==> config.mk <==
export PLATFORM = sky130hd
export DESIGN_NAME = ps2_key_rx
export DESIGN_NICKNAME = d
export VERILOG_FILES = /design/src/rtl/snake_pkg.sv /design/src/rtl/ps2_key_rx_frame.sv /design/src/rtl/ps2_key_rx.sv
export SDC_FILE = /design/constraint.sdc
export NUM_CORES = 1
export LEC_CHECK = 0
export BUFFER_PORTS_ARGS = -buffer_cell sky130_fd_sc_hd__buf_4
export CAP_MARGIN = 40
export CORE_AREA = 2 2 96 61
export DETAILED_ROUTE_END_ITERATION = 16
export DIE_AREA = 0 0 98 63
export GPL_ROUTABILITY_DRIVEN = 0
export PLACE_DENSITY = 0.81
export SLEW_MARGIN = 20
export SYNTH_ARGS = -nofsm -noshare
export SYNTH_HDL_FRONTEND = slang
export SYNTH_SLANG_ARGS = --single-unit
==> constraint.sdc <==
create_clock -name clk -period 2.35 [get_ports clk]
set_clock_uncertainty 0.2 [all_clocks]
set_input_delay 0.3525 -clock clk [delete_from_list [all_inputs] [get_ports clk]]
set_output_delay 0.3525 -clock clk [all_outputs]
set_load 0.01 [all_outputs]
==> src/rtl/snake_pkg.sv <==
// Shared encodings for the snake game: directions, game states,
// receiver FSM states and PS/2 scan-code set 2 constants.
package snake_pkg;

   typedef enum logic [1:0] {
      UP    = 2'b00,
      DOWN  = 2'b01,
      RIGHT = 2'b10,
      LEFT  = 2'b11
   } dir_t;

   typedef enum logic [1:0] {
      RUNNING = 2'b00,
      DIE     = 2'b01,
      INITIAL = 2'b10
   } game_t;

   typedef enum logic [1:0] {
      S_IDLE,
      S_DATA,
      S_PARITY,
      S_STOP
   } rx_state_t;

   typedef enum logic [2:0] {
      K_UP,
      K_DOWN,
      K_RIGHT,
      K_LEFT,
      K_PAUSE,
      K_SLOW,
      K_NONE
   } key_t;

   localparam logic [7:0] SC_EXT   = 8'hE0;
   localparam logic [7:0] SC_BRK   = 8'hF0;
   localparam logic [7:0] SC_W     = 8'h1D;
   localparam logic [7:0] SC_S     = 8'h1B;
   localparam logic [7:0] SC_D     = 8'h23;
   localparam logic [7:0] SC_A     = 8'h1C;
   localparam logic [7:0] SC_P     = 8'h4D;
   localparam logic [7:0] SC_SPACE = 8'h29;
   localparam logic [7:0] SC_UP    = 8'h75;
   localparam logic [7:0] SC_DOWN  = 8'h72;
   localparam logic [7:0] SC_RIGHT = 8'h74;
   localparam logic [7:0] SC_LEFT  = 8'h6B;

   function automatic key_t key_lookup(input logic ext,
                                       input logic [7:0] code);
      key_t k;
      k = K_NONE;
      if (ext) begin
         case (code)
            SC_UP:    k = K_UP;
            SC_DOWN:  k = K_DOWN;
            SC_RIGHT: k = K_RIGHT;
            SC_LEFT:  k = K_LEFT;
            default:  k = K_NONE;
         endcase
      end else begin
         case (code)
            SC_W:     k = K_UP;
            SC_S:     k = K_DOWN;
            SC_D:     k = K_RIGHT;
            SC_A:     k = K_LEFT;
            SC_P:     k = K_PAUSE;
            SC_SPACE: k = K_SLOW;
            default:  k = K_NONE;
         endcase
      end
      return k;
   endfunction

endpackage

==> src/rtl/ps2_key_rx_frame.sv <==
// PS/2 device-to-host deframer: synchronizers, falling-edge
// detect, 11-bit frame FSM and partial-frame timeout.
module ps2_frame_rx
   import snake_pkg::*;
#(
   parameter int TIMEOUT_CYCLES = 50000
) (
   input  logic       clk,
   input  logic       rst,
   input  logic       ps2_clk,
   input  logic       ps2_data,
   output logic [7:0] rx_byte,
   output logic       rx_valid,
   output logic       rx_err
);

   localparam int TW = $clog2(TIMEOUT_CYCLES + 1);

   logic [1:0] clk_s;
   logic [1:0] data_s;
   logic       clk_prev;
   logic       fall;
   logic       timeout;
   logic       good;
   logic [2:0] cnt_q;
   logic [7:0] shift_q;
   logic       par_q;
   logic [TW-1:0] tcnt_q;
   rx_state_t  state_q;
   rx_state_t  state_d;

   assign fall    = clk_prev & ~clk_s[1];
   assign timeout = (tcnt_q == TW'(TIMEOUT_CYCLES));
   assign good    = data_s[1] & (^shift_q ^ par_q);

   always_comb begin
      state_d = state_q;
      if (timeout) begin
         state_d = S_IDLE;
      end else if (fall) begin
         unique case (state_q)
            S_IDLE:   if (!data_s[1]) state_d = S_DATA;
            S_DATA:   if (cnt_q == 3'd7) state_d = S_PARITY;
            S_PARITY: state_d = S_STOP;
            S_STOP:   state_d = S_IDLE;
         endcase
      end
   end

   // Bus idles high, so synchronizers reset to 1 to avoid a fake edge.
   always_ff @(posedge clk or negedge rst) begin
      if (!rst) begin
         clk_s    <= 2'b11;
         data_s   <= 2'b11;
         clk_prev <= 1'b1;
         state_q  <= S_IDLE;
         cnt_q    <= '0;
         shift_q  <= '0;
         par_q    <= 1'b0;
         tcnt_q   <= '0;
         rx_byte  <= '0;
         rx_valid <= 1'b0;
         rx_err   <= 1'b0;
      end else begin
         clk_s    <= {clk_s[0], ps2_clk};
         data_s   <= {data_s[0], ps2_data};
         clk_prev <= clk_s[1];
         state_q  <= state_d;
         rx_valid <= 1'b0;
         rx_err   <= 1'b0;
         if (fall || state_q == S_IDLE || timeout)
            tcnt_q <= '0;
         else
            tcnt_q <= tcnt_q + 1'b1;
         if (state_q != S_DATA)
            cnt_q <= '0;
         else if (fall)
            cnt_q <= cnt_q + 1'b1;
         if (fall && !timeout) begin
            if (state_q == S_DATA)
               shift_q <= {data_s[1], shift_q[7:1]};
            if (state_q == S_PARITY)
               par_q <= data_s[1];
            if (state_q == S_STOP) begin
               if (good) begin
                  rx_byte  <= shift_q;
                  rx_valid <= 1'b1;
               end else begin
                  rx_err <= 1'b1;
               end
            end
         end
      end
   end

endmodule

==> src/rtl/ps2_key_rx.sv <==
// PS/2 keyboard to button-level adapter: decodes set-2 make/break
// sequences into held-key levels for the snake game.
module ps2_key_rx
   import snake_pkg::*;
#(
   parameter int TIMEOUT_CYCLES = 50000
) (
   input  logic       clk,
   input  logic       rst,
   input  logic       ps2_clk,
   input  logic       ps2_data,
   output logic       up,
   output logic       down,
   output logic       right,
   output logic       left,
   output logic       pause,
   output logic       slow,
   output logic [7:0] rx_byte,
   output logic       rx_valid,
   output logic       rx_err
);

   logic       ext;
   logic       brk;
   logic [5:0] keys;
   key_t       k;

   ps2_frame_rx #(
      .TIMEOUT_CYCLES(TIMEOUT_CYCLES)
   ) u_frame (
      .clk      (clk),
      .rst      (rst),
      .ps2_clk  (ps2_clk),
      .ps2_data (ps2_data),
      .rx_byte  (rx_byte),
      .rx_valid (rx_valid),
      .rx_err   (rx_err)
   );

   assign k = key_lookup(ext, rx_byte);

   always_ff @(posedge clk or negedge rst) begin
      if (!rst) begin
         ext  <= 1'b0;
         brk  <= 1'b0;
         keys <= '0;
      end else if (rx_err) begin
         ext <= 1'b0;
         brk <= 1'b0;
      end else if (rx_valid) begin
         if (rx_byte == SC_EXT) begin
            ext <= 1'b1;
         end else if (rx_byte == SC_BRK) begin
            brk <= 1'b1;
         end else begin
            if (k != K_NONE)
               keys[k] <= !brk;
            ext <= 1'b0;
            brk <= 1'b0;
         end
      end
   end

   assign up    = keys[K_UP];
   assign down  = keys[K_DOWN];
   assign right = keys[K_RIGHT];
   assign left  = keys[K_LEFT];
   assign pause = keys[K_PAUSE];
   assign slow  = keys[K_SLOW];

endmodule

==> results of run 1 <==
-- worst paths after layout --
kind / startpoint / to / slack, ns / cells past startpoint
hold / removal: u_frame.clk_s[0] / u_frame.clk_s[1] / 0.16 / 0
min in group asynchronous: rst / u_frame.shift_q[1] / 0.43 / 2
setup / recovery: u_frame.tcnt_q[0] / u_frame.rx_byte[4] / 0.007 / 8
setup reg to reg: u_frame.tcnt_q[0] / u_frame.rx_byte[4] / 0.007 / 8
hold reg to reg: u_frame.clk_s[0] / u_frame.clk_s[1] / 0.16 / 0
max in group asynchronous: rst / u_frame.rx_err / 1.10 / 2
-- stage by stage --
stage / utilization / power [mW] / TNS [ns]
floorplan: - / 2.16 / 0
global placement: 0.583 / 2.55 / 0
detailed placement: 0.583 / 2.59 / -0.180
CTS: 0.610 / 3.24 / -0.137
global route: 0.622 / 3.51 / -1.98
finish: 0.622 / 3.30 / 0
-- critical path: cells and delay by family, from the launching register on --
family | cells | cell delay [ns]
buf+inv | 1 | 0.05
flops | 1 | 0.38
mux | 1 | 0.30
fa+ha+maj | 1 | 0.13
simple gates | 5 | 1.15
-- kinds of logic (layout without fill, tap and decap cells) --
family / Yosys count / in the layout / synth area share
AND/OR/NAND/NOR: 97 / 97 / 0.206
flip-flops: 53 / 53 / 0.485
multiplexers: 26 / 26 / 0.114
buffers and inverters: 23 / 65 / 0.0341
XOR/XNOR: 22 / 22 / 0.0751
AO/OA/AOI/OAI: 20 / 20 / 0.0500
adder cells (fa/ha/maj): 8 / 8 / 0.0364
-- what timing repair did --
item | 4_1_cts | 5_1_grt
hold endpoints to repair | 50 | 0
gates resized for setup | 1 | 13
setup buffers | 1 | 1
pin swaps | 0 | 2
hold buffers | 3 | 0
endpoints found under the setup margin | 15 | 23
-- cell usage in the layout, fill, tap and decap left out, types with 3 or more instances in the layout --
master         instances
dfrtp_1               48
buf_4                 38
nor2_1                22
mux2_4                16
inv_1                 15
nand2_1               14
nand3_1               14
xnor2_1               11
xor2_1                10
mux2i_1                8
ha_1                   8
a21oi_1                6
clkbuf_8               6
nor2b_1                5
nand4_1                5
dfstp_2                5
nand3b_1               4
or3_1                  3
and2_1                 3
nor3_1                 3
nor4bb_1               3
dlygate4sd3_1          3
-- metal layers --
layer  up-vias  track usage
met5         -            0
met4         0       0.0417
met3         2       0.0492
met2        31        0.269
met1       949        0.261
li1        946            -
-- state kept, by name (all words and copies together) (netlist names) --
| name | flops |
|---|---|
| ext | 1 |
| u_frame.data_s | 2 |
| u_frame.rx_valid | 1 |
| brk | 1 |
| u_frame.state_q | 2 |
| u_frame.clk_s | 2 |
| u_frame.shift_q | 8 |
| u_frame.tcnt_q | 16 |
| u_frame.rx_err | 1 |
| u_frame.rx_byte | 8 |
| u_frame.cnt_q | 3 |
| keys | 6 |
| u_frame.par_q | 1 |
| u_frame.clk_prev | 1 |
-- power breakdown --
| group | switching, mW | leakage (nW) | internal (mW) |
|---|---|---|---|
| registers | 0.216 | 0.700 | 1.10 |
| logic | 0.608 | 0.824 | 0.741 |
| clock network | 0.288 | 0.0574 | 0.346 |
| total | 1.11 | 1.58 | 2.19 |
-- layout make-up --
type	instances	area (sq um)	area share
Sequential cell	53	1330	0.402
Timing Repair Buffer	42	335	0.101
Inverter	15	56.3	0.0170
Clock inverter	2	37.5	0.0113
Clock buffer	6	82.6	0.0249
Multi-Input combinational cell	173	1390	0.418
Tap cell	69	86.3	0.0260
==> reports/qor.yml, run 1 <==
timing:
  period_needed_ns: 2.34
  rsz0062_at_grt: "true"
  maxSlewViolCount: 0
  finalHoldViolCount: 0
  finalCritPeriodShare: 0.997
  worst_slack_ns: 0.00686
  tightest_slew_ns: 0.655
  setup_viol: 0
  max_slew_margin: 0.563
  holdWs_ns: 0.159
  max_freq_ghz: 0.427
pwr:
  ir_drop_mv: 0.540
  powerDensity_nw_per_um2: 994
  leakage_nw: 1.58
final_layout:
  area_delta_synth_final_pct: 20.7
  drive_above_1_share: 0.278
  fin_cells: 360
  final_area_sq_um: 3320
  diodes: 0
  fillers: 421
  fin_nets: 302
cts:
  cts.sinks: 53
  htreeDepth: 2
  cts_tree: "built"
  clk-insertion-delay-late_ns: 0.30
  clockBufferDepth: 2
  clkTransAtPathRegs_ns: 0.09
  root_buffer: "clkbuf_8"
  numCtsBuffers: 5
die:
  initial_core_util: 0.516
  core_sq_um: 5330
  die_area_sq_um: 6170
  dieHeight_um: 63
  rows: 21
  pin_count: 20
  die_w_um: 98
detailed_routing:
  first_pass_iters: 4
  wirelength_um: 5140
  wl_met1_um: 2650
  vias: 1928
  vias_per_cell: 5.36
  dr.first_iter.drc_count: 78
  highest_layer: "met4"
  wire_per_inst_um: 14.3
  wl_met2_um: 2260
  drc: 0
  ant_nets: 0
  dr_wl_met3_um: 212
status:
  status: "finished clean"
setup_path:
  crit_arrival_ns: 2.33
  start_kind: "flip-flop"
  cpPeakStageDelay_ns: 0.50
  cp_max_fo: 9
  slowest_stage: "or4_4"
  critical_path_required_ns: 2.34
  crit_type: "flip-flop to flip-flop"
  endpoint_kind: "flip-flop"
  crit_chain: "inv_1 > ha_1 > nand4bb_1 > or4_4 > nor4_4 > nand3b_4 > nor2_4 > mux2_4"
yosys:
  yosys_warnings: 0
  syn_avg_cell_area_sq_um: 11.0
  yosysSeqAreaShare: 0.485
  netlist-cell-type-count: 48
  synth_top_area_share: 0.437
  syn_nets: 261
  synth_area_leader_cell: "dfrtp_1"
  ys.flop_type: "dfrtp_1"
  ys_top_cells_by_area: "dfrtp_1 44%, dfstp_2 4.8%, mux2_4 4.4%"
  synth_area_sq_um: 2750
  synth_commonest_cells: "48 x dfrtp_1, 22 x nor2_1, 15 x inv_1"
  synthArstFlopShare: 1.00
  synth_cells: 249
  synth-edff-count: 0
  ys_seq_elements: 53
  post-synth-top-count-cell: "dfrtp_1"
grt:
  antenna_found_initial: 0
  grt_usage: 0.180
  grt_max_degree: 54
  grt_pass1_wl_um: 8860
  first_global_vias: 1908
  overflow: 0
placed_design:
  dpl.hpwl_um: 3680
  pre_cts_slack_ns: -0.0242
  io_buffers: 19
  post_dp_cell_area_sq_um: 3110
  numPlacedInstances: 348
worst_hold_path:
  min_path_type: "flip-flop to flip-flop"
flow_run:
  cap_violations: 0
Power figures use the tool's default switching activity.
==> inputs of run 2 (changes only) <==
--- a/config.mk
+++ b/config.mk
@@ -5,11 +5,12 @@
 export SDC_FILE = /design/constraint.sdc
 export NUM_CORES = 1
 export LEC_CHECK = 0
+export ABC_AREA = 1
 export BUFFER_PORTS_ARGS = -buffer_cell sky130_fd_sc_hd__buf_4
 export CAP_MARGIN = 40
-export CORE_AREA = 2 2 96 61
+export CORE_AREA = 2 2 99 63
 export DETAILED_ROUTE_END_ITERATION = 16
-export DIE_AREA = 0 0 98 63
+export DIE_AREA = 0 0 101 65
 export GPL_ROUTABILITY_DRIVEN = 0
 export PLACE_DENSITY = 0.81
 export SLEW_MARGIN = 20
==> run 2 against run 1 <==
Net effect: sequential share of layout area rose by 0.62 points; highest routed layer unchanged; synthesized cell count rose by 51%; power fell by 24%; final cell count rose by 32%.
==> reports/qor.yml, run 2 <==
status:
  status: "finished clean"
yosys:
  synth_area_leader_cell: "dfrtp_1"
  syn_nets: 387  # +48%
  synth-edff-count: 0  # unchanged
  synth_area_sq_um: 2950  # +7.1%
  syn_avg_cell_area_sq_um: 7.85  # -29%
  ys_seq_elements: 53  # unchanged
  netlist-cell-type-count: 36  # -25%
  synth_top_area_share: 0.408  # -0.0289
  ys.flop_type: "dfrtp_1"
  yosysSeqAreaShare: 0.452  # -0.0321
  ys_top_cells_by_area: "dfrtp_1 41%, nand2_1 12%, inv_1 8.0%"
  synth_cells: 375  # +51%
  synthArstFlopShare: 1.00  # unchanged
  yosys_warnings: 0  # unchanged
  synth_commonest_cells: "95 x nand2_1, 63 x inv_1, 48 x dfrtp_1"
  post-synth-top-count-cell: "nand2_1"
placed_design:
  io_buffers: 19  # unchanged
  dpl.hpwl_um: 4360  # +18%
setup_path:
  crit_type: "flip-flop to flip-flop"
  worst-path-stages: 9  # +1
  crit_chain: "inv_1 > ha_1 > nand2_1 > nor3_1 > nand3_2 > o21ai_0 > nor2_2 > inv_2 > a211oi_1"
  cp_max_fo: 9  # unchanged
  cpPeakStageDelay_ns: 0.41  # -0.09 ns
  crit_arrival_ns: 2.01  # -0.32 ns
  start_kind: "flip-flop"
  path_delay_family: "simple AND/OR/NAND/NOR gates"
  reg2regPathDepth: 9  # +1
  crit_buf_inv: 2  # +1
  critical_path_required_ns: 2.35  # about the same
  endpoint_kind: "flip-flop"
  slowest_stage: "dfrtp_1"
cts:
  htreeDepth: 2  # unchanged
  cts_resized: 0  # -1
  ctsHoldBuffers: 3  # unchanged
  cts_tree: "built"
  clk-insertion-delay-late_ns: 0.31  # about the same
  root_buffer: "clkbuf_8"
  clkTransAtPathRegs_ns: 0.10  # about the same
  cts.sinks: 53  # unchanged
  cts_setup_buffers: 0  # -1
  clockBufferDepth: 2  # unchanged
  numCtsBuffers: 5  # unchanged
detailed_routing:
  dr.first_iter.drc_count: 166  # +110%
  wire_per_inst_um: 12.3  # -14%
  first_pass_iters: 5  # +1
  vias_per_cell: 5.06  # -5.5%
  vias: 2399  # +24%
  ant_nets: 0  # unchanged
  drc: 0  # unchanged
  wirelength_um: 5850  # +14%
pwr:
  power_mw: 2.49  # -24%
  leakage_nw: 1.62  # +2.2%
  ir_drop_mv: 0.370  # -32%
  internal-power_mw: 1.55  # -29%
  comb_power_share: 0.316  # -0.093
  p_clk_frac: 0.203  # +0.011
  sw_frac_of_total: 0.379  # +0.0421
  powerDensity_nw_per_um2: 763  # -23%
  p_seq_frac: 0.480  # +0.081
  p_switching_uw: 946  # -15%
grt:
  first_global_vias: 2371  # +24%
  overflow: 0  # unchanged
  grt_pass1_wl_um: 10700  # +21%
  grt_usage: 0.205  # +0.0257
  antenna_found_initial: 0  # unchanged
  grt_max_degree: 54  # unchanged
die:
  die_w_um: 101  # +3.1%
  rows: 22  # +4.8%
  die_area_sq_um: 6570  # +6.3%
  core_sq_um: 5780  # +8.4%
  dieHeight_um: 65  # +3.2%
  pin_count: 20  # unchanged
  initial_core_util: 0.510  # -0.00608
final_layout:
  final_cell_mix: "95 x nand2_1, 63 x inv_1, 48 x dfrtp_1"
  top_register: "u_frame.tcnt_q"
  diodes: 0  # unchanged
  largest_reg_flops: 16  # unchanged
  fin_nets: 413  # +37%
  area_delta_synth_final_pct: 11.0
  drive_above_1_share: 0.169  # -0.109
  final_common_cell: "nand2_1"
  reg.largest.list: "u_frame.tcnt_q: 16 flops, u_frame.rx_byte: 8 flops, u_frame.shift_q: 8 flops"
worst_hold_path:
  hold_path_depth: 0  # unchanged
  min_path_type: "flip-flop to flip-flop"
timing:
  period_needed_ns: 2.01  # -0.337 ns
  finalCritPeriodShare: 0.853  # -0.144
  rsz0062_at_grt: "false"
  finalSetupTns_ns: 0  # unchanged
  max_freq_ghz: 0.499  # +17%
  max_slew_margin: 0.564  # +0.00104
  holdWs_ns: 0.159  # -0.000187 ns
  finalHoldViolCount: 0  # unchanged
  tightest_slew_ns: 0.653  # -0.00155 ns
  maxSlewViolCount: 0  # unchanged
  setup_viol: 0  # unchanged
flow_run:
  cap_violations: 0  # unchanged
run 2: worst register-to-register path, cell delays in order, from the launching register on:
cell	delay, ns
dfrtp_1	0.41
inv_1	0.06
ha_1	0.19
nand2_1	0.06
nor3_1	0.06
nand3_2	0.12
o21ai_0	0.11
nor2_2	0.27
inv_2	0.16
a211oi_1	0.26
run 2: power groups by stage:
stage	Combinational, mW	Sequential (mW)	Clock, mW
2_1_floorplan	0.619	1.17	0
3_3_place_gp	0.753	1.20	0
3_5_place_dp	0.781	1.21	0
4_1_cts	0.794	1.20	0.513
5_1_grt	0.908	1.22	0.553
6_report	0.788	1.20	0.507
run 2: logic make-up after synthesis:
kind of cell	share of synthesized area
buffers and inverters	0.0909
multiplexers	0.00382
XOR/XNOR	0.0238
AND/OR/NAND/NOR	0.302
flip-flops	0.452
adder cells (fa/ha/maj)	0.0340
AO/OA/AOI/OAI	0.0926
run 2: per-layer routing:
metal / up-vias / part of all wire / global-route usage
met5: - / 0 / 0
met4: 0 / 0.012 / 0.0524
met3: 9 / 0.055 / 0.0464
met2: 56 / 0.42 / 0.300
met1: 1105 / 0.52 / 0.308
li1: 1229 / - / -
run 2: worst paths after layout:
check | slack [ns] | start | to
max | 0.34 | u_frame.tcnt_q[0] | u_frame.tcnt_q[9]
min | 0.16 | u_frame.data_s[0] | u_frame.data_s[1]
max reg2reg | 0.34 | u_frame.tcnt_q[0] | u_frame.tcnt_q[9]
min reg2reg | 0.16 | u_frame.data_s[0] | u_frame.data_s[1]
max in group asynchronous | 1.09 | rst | u_frame.cnt_q[0]
min in group asynchronous | 0.40 | rst | u_frame.tcnt_q[12]
run 2: through the flow:
step,instances,worst slack [ns],util,cell area [sq um]
detailed placement,463,0.337,0.546,3150
finish,474,0.344,0.565,3270
CTS,474,0.320,0.565,3270
global route,474,0.120,0.565,3270
global placement,463,0.470,0.546,3150
floorplan,375,0.589,-,2950
run 2: area by class of cell:
class / count / area, sq um
fillers: 514 / 2510
well taps: 72 / 90.1
clock inverters: 1 / 7.51
inverters: 65 / 244
flip-flops and latches: 53 / 1330
clock buffers: 7 / 76.3
repair buffers: 22 / 173
multi-input cells: 254 / 1350
